--- src/rtl/md_pkg.sv ---
// Shared constants for the multiply/divide issue path: instruction fields,
// md_op encoding and controller state encoding.
package md_pkg;

  localparam logic [5:0] OP_SPECIAL = 6'b000000;

  localparam logic [5:0] FN_MFHI  = 6'd16;
  localparam logic [5:0] FN_MTHI  = 6'd17;
  localparam logic [5:0] FN_MFLO  = 6'd18;
  localparam logic [5:0] FN_MTLO  = 6'd19;
  localparam logic [5:0] FN_MULT  = 6'd24;
  localparam logic [5:0] FN_MULTU = 6'd25;
  localparam logic [5:0] FN_DIV   = 6'd26;
  localparam logic [5:0] FN_DIVU  = 6'd27;

  localparam logic [2:0] MD_OP_NONE  = 3'd0;
  localparam logic [2:0] MD_OP_MULT  = 3'd1;
  localparam logic [2:0] MD_OP_MULTU = 3'd2;
  localparam logic [2:0] MD_OP_DIV   = 3'd3;
  localparam logic [2:0] MD_OP_DIVU  = 3'd4;
  localparam logic [2:0] MD_OP_MTHI  = 3'd5;
  localparam logic [2:0] MD_OP_MTLO  = 3'd6;

  typedef enum logic {
    ST_IDLE = 1'b0,
    ST_RUN  = 1'b1
  } md_state_t;

endpackage

--- src/rtl/md_class_decode.sv ---
// Classifies one instruction word as a long, short or HI/LO read op and
// supplies the md_op code that would be issued for it.
module md_class_decode
  import md_pkg::*;
(
  input  logic [31:0] instr,
  output logic        is_long,
  output logic        is_short,
  output logic        is_read,
  output logic [2:0]  md_op
);

  logic unused_fields;
  assign unused_fields = ^instr[25:6];

  always_comb begin
    is_long  = 1'b0;
    is_short = 1'b0;
    is_read  = 1'b0;
    md_op    = MD_OP_NONE;
    if (instr[31:26] == OP_SPECIAL) begin
      case (instr[5:0])
        FN_MULT:  begin is_long  = 1'b1; md_op = MD_OP_MULT;  end
        FN_MULTU: begin is_long  = 1'b1; md_op = MD_OP_MULTU; end
        FN_DIV:   begin is_long  = 1'b1; md_op = MD_OP_DIV;   end
        FN_DIVU:  begin is_long  = 1'b1; md_op = MD_OP_DIVU;  end
        FN_MTHI:  begin is_short = 1'b1; md_op = MD_OP_MTHI;  end
        FN_MTLO:  begin is_short = 1'b1; md_op = MD_OP_MTLO;  end
        FN_MFHI,
        FN_MFLO:  is_read = 1'b1;
        default:  ;
      endcase
    end
  end

endmodule

--- src/rtl/md_issue_ctrl.sv ---
// Multiply/divide issue controller: launches ops from E, tracks their latency,
// interlocks HI/LO-class instructions in D and cancels ops hit by a flush.
module md_issue_ctrl
  import md_pkg::*;
#(
  parameter int unsigned MUL_CYCLES = 5,
  parameter int unsigned DIV_CYCLES = 10
) (
  input  logic        clk,
  input  logic        reset,
  input  logic [31:0] instr_d,
  input  logic [31:0] instr_e,
  input  logic        valid_e,
  input  logic        flush,
  output logic        start,
  output logic [2:0]  md_op,
  output logic        cancel,
  output logic        busy,
  output logic        done,
  output logic        stall_d,
  output logic [31:0] stall_cnt
);

  localparam int unsigned CW = $clog2(DIV_CYCLES + 1);

  md_state_t     state;
  logic [CW-1:0] cnt;
  logic          first;

  logic       long_d, short_d, read_d;
  logic       long_e, short_e, read_e;
  logic [2:0] op_d, op_e;
  logic       running;
  logic       unused_dec;

  md_class_decode u_dec_d (
    .instr    (instr_d),
    .is_long  (long_d),
    .is_short (short_d),
    .is_read  (read_d),
    .md_op    (op_d)
  );

  md_class_decode u_dec_e (
    .instr    (instr_e),
    .is_long  (long_e),
    .is_short (short_e),
    .is_read  (read_e),
    .md_op    (op_e)
  );

  assign unused_dec = ^{op_d, read_e};

  assign running = (state == ST_RUN);
  assign start   = valid_e & (long_e | short_e) & ~running & ~flush;
  assign md_op   = start ? op_e : MD_OP_NONE;
  assign cancel  = running & first & flush;
  // A cancel in the last run cycle (MUL_CYCLES==1) wins over done.
  assign done    = running & (cnt == CW'(1)) & ~cancel;
  assign busy    = start | running;
  assign stall_d = busy & (long_d | short_d | read_d);

  always_ff @(posedge clk or posedge reset) begin
    if (reset) begin
      state <= ST_IDLE;
      cnt   <= '0;
      first <= 1'b0;
    end else begin
      case (state)
        ST_IDLE: begin
          if (start && long_e) begin
            state <= ST_RUN;
            cnt   <= (op_e == MD_OP_MULT || op_e == MD_OP_MULTU) ?
                     CW'(MUL_CYCLES) : CW'(DIV_CYCLES);
            first <= 1'b1;
          end
        end
        ST_RUN: begin
          first <= 1'b0;
          cnt   <= cnt - CW'(1);
          if (cancel || cnt == CW'(1)) begin
            state <= ST_IDLE;
            cnt   <= '0;
          end
        end
        default: state <= ST_IDLE;
      endcase
    end
  end

  always_ff @(posedge clk or posedge reset) begin
    if (reset)
      stall_cnt <= '0;
    else if (stall_d && stall_cnt != '1)
      stall_cnt <= stall_cnt + 32'd1;
  end

endmodule

--- config.mk ---
export PLATFORM = sky130hd
export DESIGN_NAME = md_issue_ctrl
export DESIGN_NICKNAME = d
export VERILOG_FILES = /design/src/rtl/md_pkg.sv /design/src/rtl/md_class_decode.sv /design/src/rtl/md_issue_ctrl.sv
export SDC_FILE = /design/constraint.sdc
export NUM_CORES = 1
export LEC_CHECK = 0
export ABC_AREA = 1
export CAP_MARGIN = 10
export CELL_PAD_IN_SITES_DETAIL_PLACEMENT = 1
export CELL_PAD_IN_SITES_GLOBAL_PLACEMENT = 2
export CORE_MARGIN = 5
export CORE_UTILIZATION = 23
export DETAILED_ROUTE_END_ITERATION = 8
export PLACE_DENSITY_LB_ADDON = 0.05
export SYNTH_ARGS = -nofsm -noshare
export SYNTH_HDL_FRONTEND = slang
export SYNTH_SLANG_ARGS = --single-unit
--- constraint.sdc ---
create_clock -name clk -period 2.4 [get_ports clk]
set_input_delay 0.6 -clock clk [delete_from_list [all_inputs] [get_ports clk]]
set_output_delay 0.6 -clock clk [all_outputs]
set_load 0.01 [all_outputs]
## After elaboration in Yosys (flattened, before gate mapping)

Cells that the tools add are included.

- Register bits: 38
- Bits of input ports: 68
- Output and inout bits: 40
- Logic and storage cells: 73

- Add/subtract/negate cells: 2
- Equal/unequal tests: 19
- Mux-type cells: 22
- Bitwise operators: 15
- Reduce and logical (&&, ||, !) cells: 11

Operators with widths:

| operator | count |
|---|---|
| $eq A6 B5 Y1 const B | 14 |
| $add A32 B1 Y32 const B | 1 |
| $ne A32 B32 Y1 const B | 1 |
| $pmux W3 S6 | 1 |
| $mux W1 | 13 |
| $logic_not A6 Y1 | 2 |
| $mux W4 | 3 |
| $and A1 B1 Y1 | 8 |
| $pmux W4 S2 | 1 |
| $reduce_or A4 Y1 | 2 |
| $mux W3 | 2 |
| $reduce_or A2 Y1 | 3 |
| $eq A4 B1 Y1 const B | 1 |
| $or A1 B1 Y1 | 4 |
| $pmux W1 S2 | 2 |
| $sub A4 B1 Y4 const B | 1 |
| $eq A3 B1 Y1 const B | 1 |
| $eq A3 B2 Y1 const B | 1 |
| $not A1 Y1 | 3 |
| $logic_and A1 B1 Y1 | 2 |
| $logic_or A1 B1 Y1 | 2 |
| $ne A2 B1 Y1 const B | 1 |

## Longest topological paths before layout

- Depth after elaboration: 11
- Mapped depth: 12
- Gate-level depth less buffers: 11

## Modules after synthesis

From an unflattened synthesis, not the netlist that was laid out.

- Cell total of the unflattened synthesis: 496
- Area total of the unflattened synthesis: 2994.1 um^2

Modules (own cells, without submodules):

| module | times used | cells an instance | area each (um^2) | sequential area each (um^2) |
|---|---|---|---|---|
| md_issue_ctrl | 1 | 414 | 2581.2 | 950.9 |
| md_class_decode | 2 | 41 | 206.4 | 0.0 |

## Least setup slack after synthesis

OpenSTA, ideal clock, no wires.

- Path kind: input port to output port
- Start point: input instr_e[4]
- End point: output stall_d
- Data arrival time: 1566 ps
- Required time: 1800 ps
- Slack: 234 ps
- Stages: 8
- Buffers on the path: 0
- Cells stage by stage: inv_1 > nor2_4 > nand2_1 > nor2_4 > nand2_2 > nand2_4 > nor2_1 > nor4_1

- Longest elaborated chain between the ends: 10
- Elaborated cells on any way between the ends: 18
- Those cells by class: eq/ne: 6; mux: 4; bitwise: 6; reduce/logical: 2

Ends and longest elaborated chain:

| item | RTL line | source |
|---|---|---|
| from (decl) | md_issue_ctrl.sv:12 | `input logic [31:0] instr_e,` |
| $eq A6 B5 Y1 | md_class_decode.sv:22 | `case (instr[5:0])` |
| $reduce_or A4 Y1 (no source line) / $reduce_or A2 Y1 (equally long branches) | - |  |
| $mux W1 | md_class_decode.sv:22 |  |
| $mux W1 | md_class_decode.sv:21 | `if (instr[31:26] == OP_SPECIAL) begin` |
| $or A1 B1 Y1 * | md_issue_ctrl.sv:55 | `assign start = valid_e & (long_e \| short_e) & ~running & ~flush;` |
| $and A1 B1 Y1 * (3 in a row) | md_issue_ctrl.sv:55 |  |
| $or A1 B1 Y1 * | md_issue_ctrl.sv:60 | `assign busy = start \| running;` |
| $and A1 B1 Y1 * | md_issue_ctrl.sv:61 | `assign stall_d = busy & (long_d \| short_d \| read_d);` |
| to (decl) | md_issue_ctrl.sv:20 | `output logic stall_d,` |

Every way passes the cells marked *; elsewhere a longest branch is shown, timed or not.

## Final worst setup path

- Start point: input instr_e[3]
- End point: output stall_d

The elaborated chain is that of the path after synthesis.

==> impl_metrics.csv <==
group,metric,value,unit
floorplan,die-area,15500,um^2
worst_setup_path,crit_fanout,2,
floorplan,die_h,124,um
timing,finalSetupViolCount,0,
worst_setup_path,cp_slowest_stage_delay,0.19,ns
drt,first_pass_iters,4,
timing,finalClockSkew,0.00605,ns
synth,netlist_area,3010,um^2
cts,clock-sinks,38,
worst_setup_path,crit_slowest_cell,"buf_2",
timing,max_freq,0.428,GHz
global_route,grt.total_usage,0.157,
power_and_ir_drop,p_leak,2.10,nW
power_and_ir_drop,power_frac_clock,0.439,
drt,ant_nets,0,
global_route,grt_max_degree,39,
worst_setup_path,worstPathRequired,1.80,ns
synth,yosysUniqueCellTypes,32,
timing,timing.final.ws_setup,0.0622,ns
drt,avgViaCountPerCell,4.60,
floorplan,core_area,12700,um^2
final_layout,layout.cells.non_filler,753,
drt,wire_per_inst,15.8,um
worst_setup_path,r2r_slack,0.44,ns
worst_setup_path,critPathMostFrequentCell,"buf_2",
cts,cts_made_buffers,5,
synth,syn_avg_cell_area,6.41,um^2
power_and_ir_drop,comb_power_share,0.137,
timing,maxSlewViolCount,0,
timing,holdWs,0.493,ns
final_layout,finalNetCount,651,
cts,cts.clk_slew.worst_paths,0.06,ns
floorplan,fp-row-count,41,
timing,period_share,0.974,
timing,finalCriticalPeriod,2.34,ns
power_and_ir_drop,p_sw_frac,0.265,
worst_setup_path,reg2reg_to,"stall_cnt[29]",
worst_setup_path,crit_path_end_kind,"output port",
cts,cts_max_level,2,
final_layout,stdcell_area,4390,um^2
timing,worst_pin_slew,0.563,ns
worst_setup_path,r2r-start,"running",
place,numPortBuffers,67,
cts,clk_latency,0.29,ns
power_and_ir_drop,finalPower,0.00160,W
job,maxCapViolations,0,
final_layout,drive_gt1_frac,0.184,
synth,synthCells,470,
synth,synth_warnings,0,
cts,cts-root-buf,"clkbuf_16",
status,run_status,"finished clean",
global_route,grt_pass1_vias,3789,
final_layout,layout_commonest_cell,"nand2_1",
worst_setup_path,critPathLaunch,"instr_e[3]",
final_layout,area_delta_synth_final,45.7,%
synth,ys_seq_area_frac,0.316,
place,place_area,4090,um^2
drt,drc,0,
final_layout,final_cell_mix,"168 x nand2_1, 62 x nor2_1, 43 x clkdlybuf4s50_1",
power_and_ir_drop,irDropWorstVdd,184,uV
power_and_ir_drop,p_int,0.00118,W
drt,vias,3462,
min_path,hp-class,"reg -> reg",
final_layout,num_antenna_cells,0,
timing,relSlewSlack,0.625,
place,dp_slack,-0.827,ns
worst_setup_path,path_cells,"buf_2, inv_2, buf_6, nand4_1, buf_4, nor3_4, nor2_4, nor4_1, buf_2",
floorplan,io_pins,108,
synth,synth_seq_cells,38,
worst_setup_path,crit_type,"in -> out",
worst_setup_path,critPathCapture,"stall_d",
worst_setup_path,cp-start-kind,"input pin",
timing,hold_viol,0,
drt,routed_wl,11900,um
drt,drt_iter0_drc,132,
power_and_ir_drop,power-per-cell-area,365,nW/um^2
worst_setup_path,ff2ff_path_depth,11,
place,place.gp.congestion,0.862,
place,place_inst,732,
worst_setup_path,arrival,1.74,ns
synth,synth_nets,541,
power_and_ir_drop,seqPwrFrac,0.423,
power_and_ir_drop,switchingPower,0.000426,W
floorplan,start_util,0.237,
floorplan,die_x,124,um
global_route,grt_pass1_wl,19900,um
cts,cts_tree,"built",
global_route,antenna_found_initial,0,
global_route,grt_overflow,0,
place,dpl.hpwl,9170,um
cts,cts_buffer_depth,2,
==> layer usage <==
layer	vias to the layer above	GRT usage	routed length [um]
li1	1748	-	-
met1	1649	0.211	5880
met2	54	0.254	5500
met3	11	0.0326	343
met4	0	0.0451	161
met5	-	0	0
==> power groups by stage <==
stage	combinational (W)	clock (W)	sequential [W]
floorplan	0.000116	0	0.000688
global route	0.000247	0.000764	0.000681
CTS	0.000226	0.000733	0.000679
detailed placement	0.000212	0	0.000692
global placement	0.000206	0	0.000689
finish	0.000220	0.000705	0.000679
==> area by class of cell <==
| cell class | count | area [um^2] |
|---|---|---|
| Clock buffer | 7 | 143 |
| Clock inverter | 1 | 5.00 |
| Fill cell | 1659 | 8330 |
| Inverter | 49 | 186 |
| Multi-Input combinational cell | 374 | 1920 |
| Sequential cell | 38 | 951 |
| Tap cell | 172 | 215 |
| Timing Repair Buffer | 112 | 968 |
==> critical path, delay by kind of cell <==
family	cells	cell delay (ns)
buffers and inverters	5	0.62
and+or+nand+nor	4	0.52
==> metrics by stage <==
step | util | TNS, ns
detailed placement | 0.321 | -18.64
floorplan | - | 0
CTS | 0.344 | 0
global route | 0.345 | -0.0253
global placement | 0.321 | -14.17
finish | 0.345 | 0
==> worst min path at each step <==
| stage | start | to | slack, ns | cells after the start |
|---|---|---|---|---|
| 2_1_floorplan | first | first | 0.45 | 2 |
| 3_3_place_gp | first | first | 0.47 | 2 |
| 3_5_place_dp | first | first | 0.48 | 2 |
| 4_1_cts | first | first | 0.50 | 2 |
| 5_1_grt | first | first | 0.51 | 2 |
| 6_report | first | first | 0.49 | 2 |
==> synthesized netlist by cell type <==
master / number / share of area
a21oi_1: 8 / 0.013
a22oi_1: 3 / 0.0075
a31oi_1: 1 / 0.0021
buf_2: 4 / 0.0066
buf_4: 2 / 0.0050
buf_6: 2 / 0.0075
clkbuf_1: 1 / 0.0012
clkinv_1: 1 / 0.0012
dfrtp_1: 38 / 0.32
ha_1: 3 / 0.012
inv_1: 44 / 0.055
inv_2: 4 / 0.0050
nand2_1: 172 / 0.21
nand2_2: 2 / 0.0042
nand2_4: 2 / 0.0075
nand3_1: 26 / 0.043
nand3_2: 1 / 0.0033
nand3_4: 1 / 0.0058
nand3b_1: 12 / 0.030
nand4_1: 42 / 0.087
nand4_4: 1 / 0.0071
nor2_1: 68 / 0.085
nor2_2: 4 / 0.0083
nor2_4: 3 / 0.011
nor3_1: 4 / 0.0066
nor3_2: 1 / 0.0033
nor4_1: 2 / 0.0042
o21ai_0: 2 / 0.0033
o21ai_1: 1 / 0.0017
or2_1: 2 / 0.0042
xnor2_1: 3 / 0.0087
xor2_1: 10 / 0.029
==> sequential cells by signal, summed over array words and instances, names as in the netlist <==
signal / count
stall_cnt: 32
first: 1
running: 1
cnt: 4
==> repair_timing <==
item,4_1_cts,5_1_grt
pin swaps,19,13
resized for setup,95,8
hold buffers,0,0
buffers inserted,13,2
setup endpoints to repair,35,4
==> cells by family after synthesis <==
family / Yosys count / share of synthesized area
AOI/OAI and AO/OA: 15 / 0.0278
xor gates and xnor gates: 13 / 0.0378
adders and majority gates: 3 / 0.0125
buffers and inverters: 58 / 0.0814
DFF: 38 / 0.316
and+or+nand+nor: 343 / 0.525
Note: power is estimated with default switching activity, not from simulation.
==> patch, RTL diff (same settings) <==
Set the parameter `DIV_CYCLES` to 11 (it was 10).
--- a/src/rtl/md_issue_ctrl.sv
+++ b/src/rtl/md_issue_ctrl.sv
@@ -6,3 +6,3 @@
   parameter int unsigned MUL_CYCLES = 5,
-  parameter int unsigned DIV_CYCLES = 10
+  parameter int unsigned DIV_CYCLES = 11
 ) (
Check against the original RTL: same outputs for any inputs over 10 cycles, from zero or initial values and one cycle with reset high; that may be too few to reach the edited logic, so the function may still have changed.
==> patch against the unedited design <==
Routed wire length fell by 3.8%; final area rose by 3.8%; sequential cell count is the same; highest routed layer unchanged; via count shrank 0.49%; maximum frequency rose by 1.7%; power decreased by 4.5%; synthesized area is 4.7% higher; setup slack better by 0.040 ns; non-clock buffer count grew 2.
==> patch: results (changes against the unedited design) <==
Place
  • Hpwl dp: 9190 µm (was 9170 µm)
  • Inst Count DP: 739 (was 732)
  • Routability Congestion: 0.803 (was 0.862)

Logic synthesis
  • Net count after synthesis: 537 (was 541)
  • Mean Syn Cell Area: 6.77 µm² (was 6.41 µm²)
  • Seq/Total Area, Yosys: 30.1% (was 31.6%)
  • Netlist cell types: 34 (was 32)
  • Synth Area in Compound Gates: 2.58% (was 2.78%)
  • XOR/XNOR share of the synthesized area: 4.16% (was 3.78%)

Pwr
  • Clk network pwr share: 50.2% (was 43.9%)
  • Int Power: 0.00119 W (was 0.00118 W)
  • Maximum vdd drop: 0.000201 V (was 0.000184 V)
  • Pleak: 2.08 nW (was 2.10 nW)

Global route
  • First-pass GRT wire length: 19,100 µm (was 19,900 µm)
  • Vias in the first global route: 3,526 (was 3,789)
  • Met2 Use GR: 24.3% (was 25.4%)
  • Met3 Resource Use GR: 2.09% (was 3.26%)
  • Global-route usage over all layers: 14.5% (was 15.7%)

Route
  • Drt total wl: 11,400 µm (was 11,900 µm)
  • DR vias/cell: 4.56 (was 4.60)
  • Met2 Routed Length: 5510 µm (was 5500 µm)
  • Metal3 WL: 275 µm (was 343 µm)

Critical path
  • Slowest CP cell: dlygate4sd2_1 (was buf_2)
  • Reg-to-Reg End: stall_cnt[5] (was stall_cnt[29])
  • R2R depth: 12 (was 11)

Cells and area
  • Multi-input gate area: 2080 µm² (was 1920 µm²)
  • CLK BUF: 5 (was 7)
  • Comb_multi_in: 383 (was 374)
  • Post-route insts no fill: 755 (was 753)
  • Layout cells sized above 1: 25.7% (was 18.4%)
  • Clock network share of area: 3.62% (was 3.36%)
  • Buffers, non-clock: 114 (was 112)

Run status
  • Outcome: complete, no violations (unchanged)
## patch: cell count changes in the layout (fill, tap and decap cells not counted), moves of 2 or more
cell	unedited run	this run
nor2_4	7	9
o21ai_0	2	5
nand2_1	168	149
a21oi_1	5	2
inv_1	40	27
nand4_1	42	39
nand3_2	1	3
nor3_1	3	5
nand2_2	4	34
a22oi_1	3	1
nand3_1	25	14
nor2_2	6	8
## patch: through the flow
step	cell area, µm²	power, W	util (%)	setup slack [ns]	hold WS (ns)
floorplan	3160	0.000697	-	0.219	0.451
global placement	4290	0.000773	32.1	-0.651	0.482
detailed placement	4290	0.000776	32.1	-0.703	0.478
CTS	4500	0.00157	33.7	-0.0466	0.494
global route	4560	0.00160	34.1	0.000938	0.529
finish	4560	0.00153	34.1	0.102	0.490
## patch: worst max-delay path, delay by kind of cell
| family | cells | cell delay, ns |
|---|---|---|
| buf+inv | 5 | 0.64 |
| compound gates | 1 | 0.09 |
| simple gates | 4 | 0.37 |
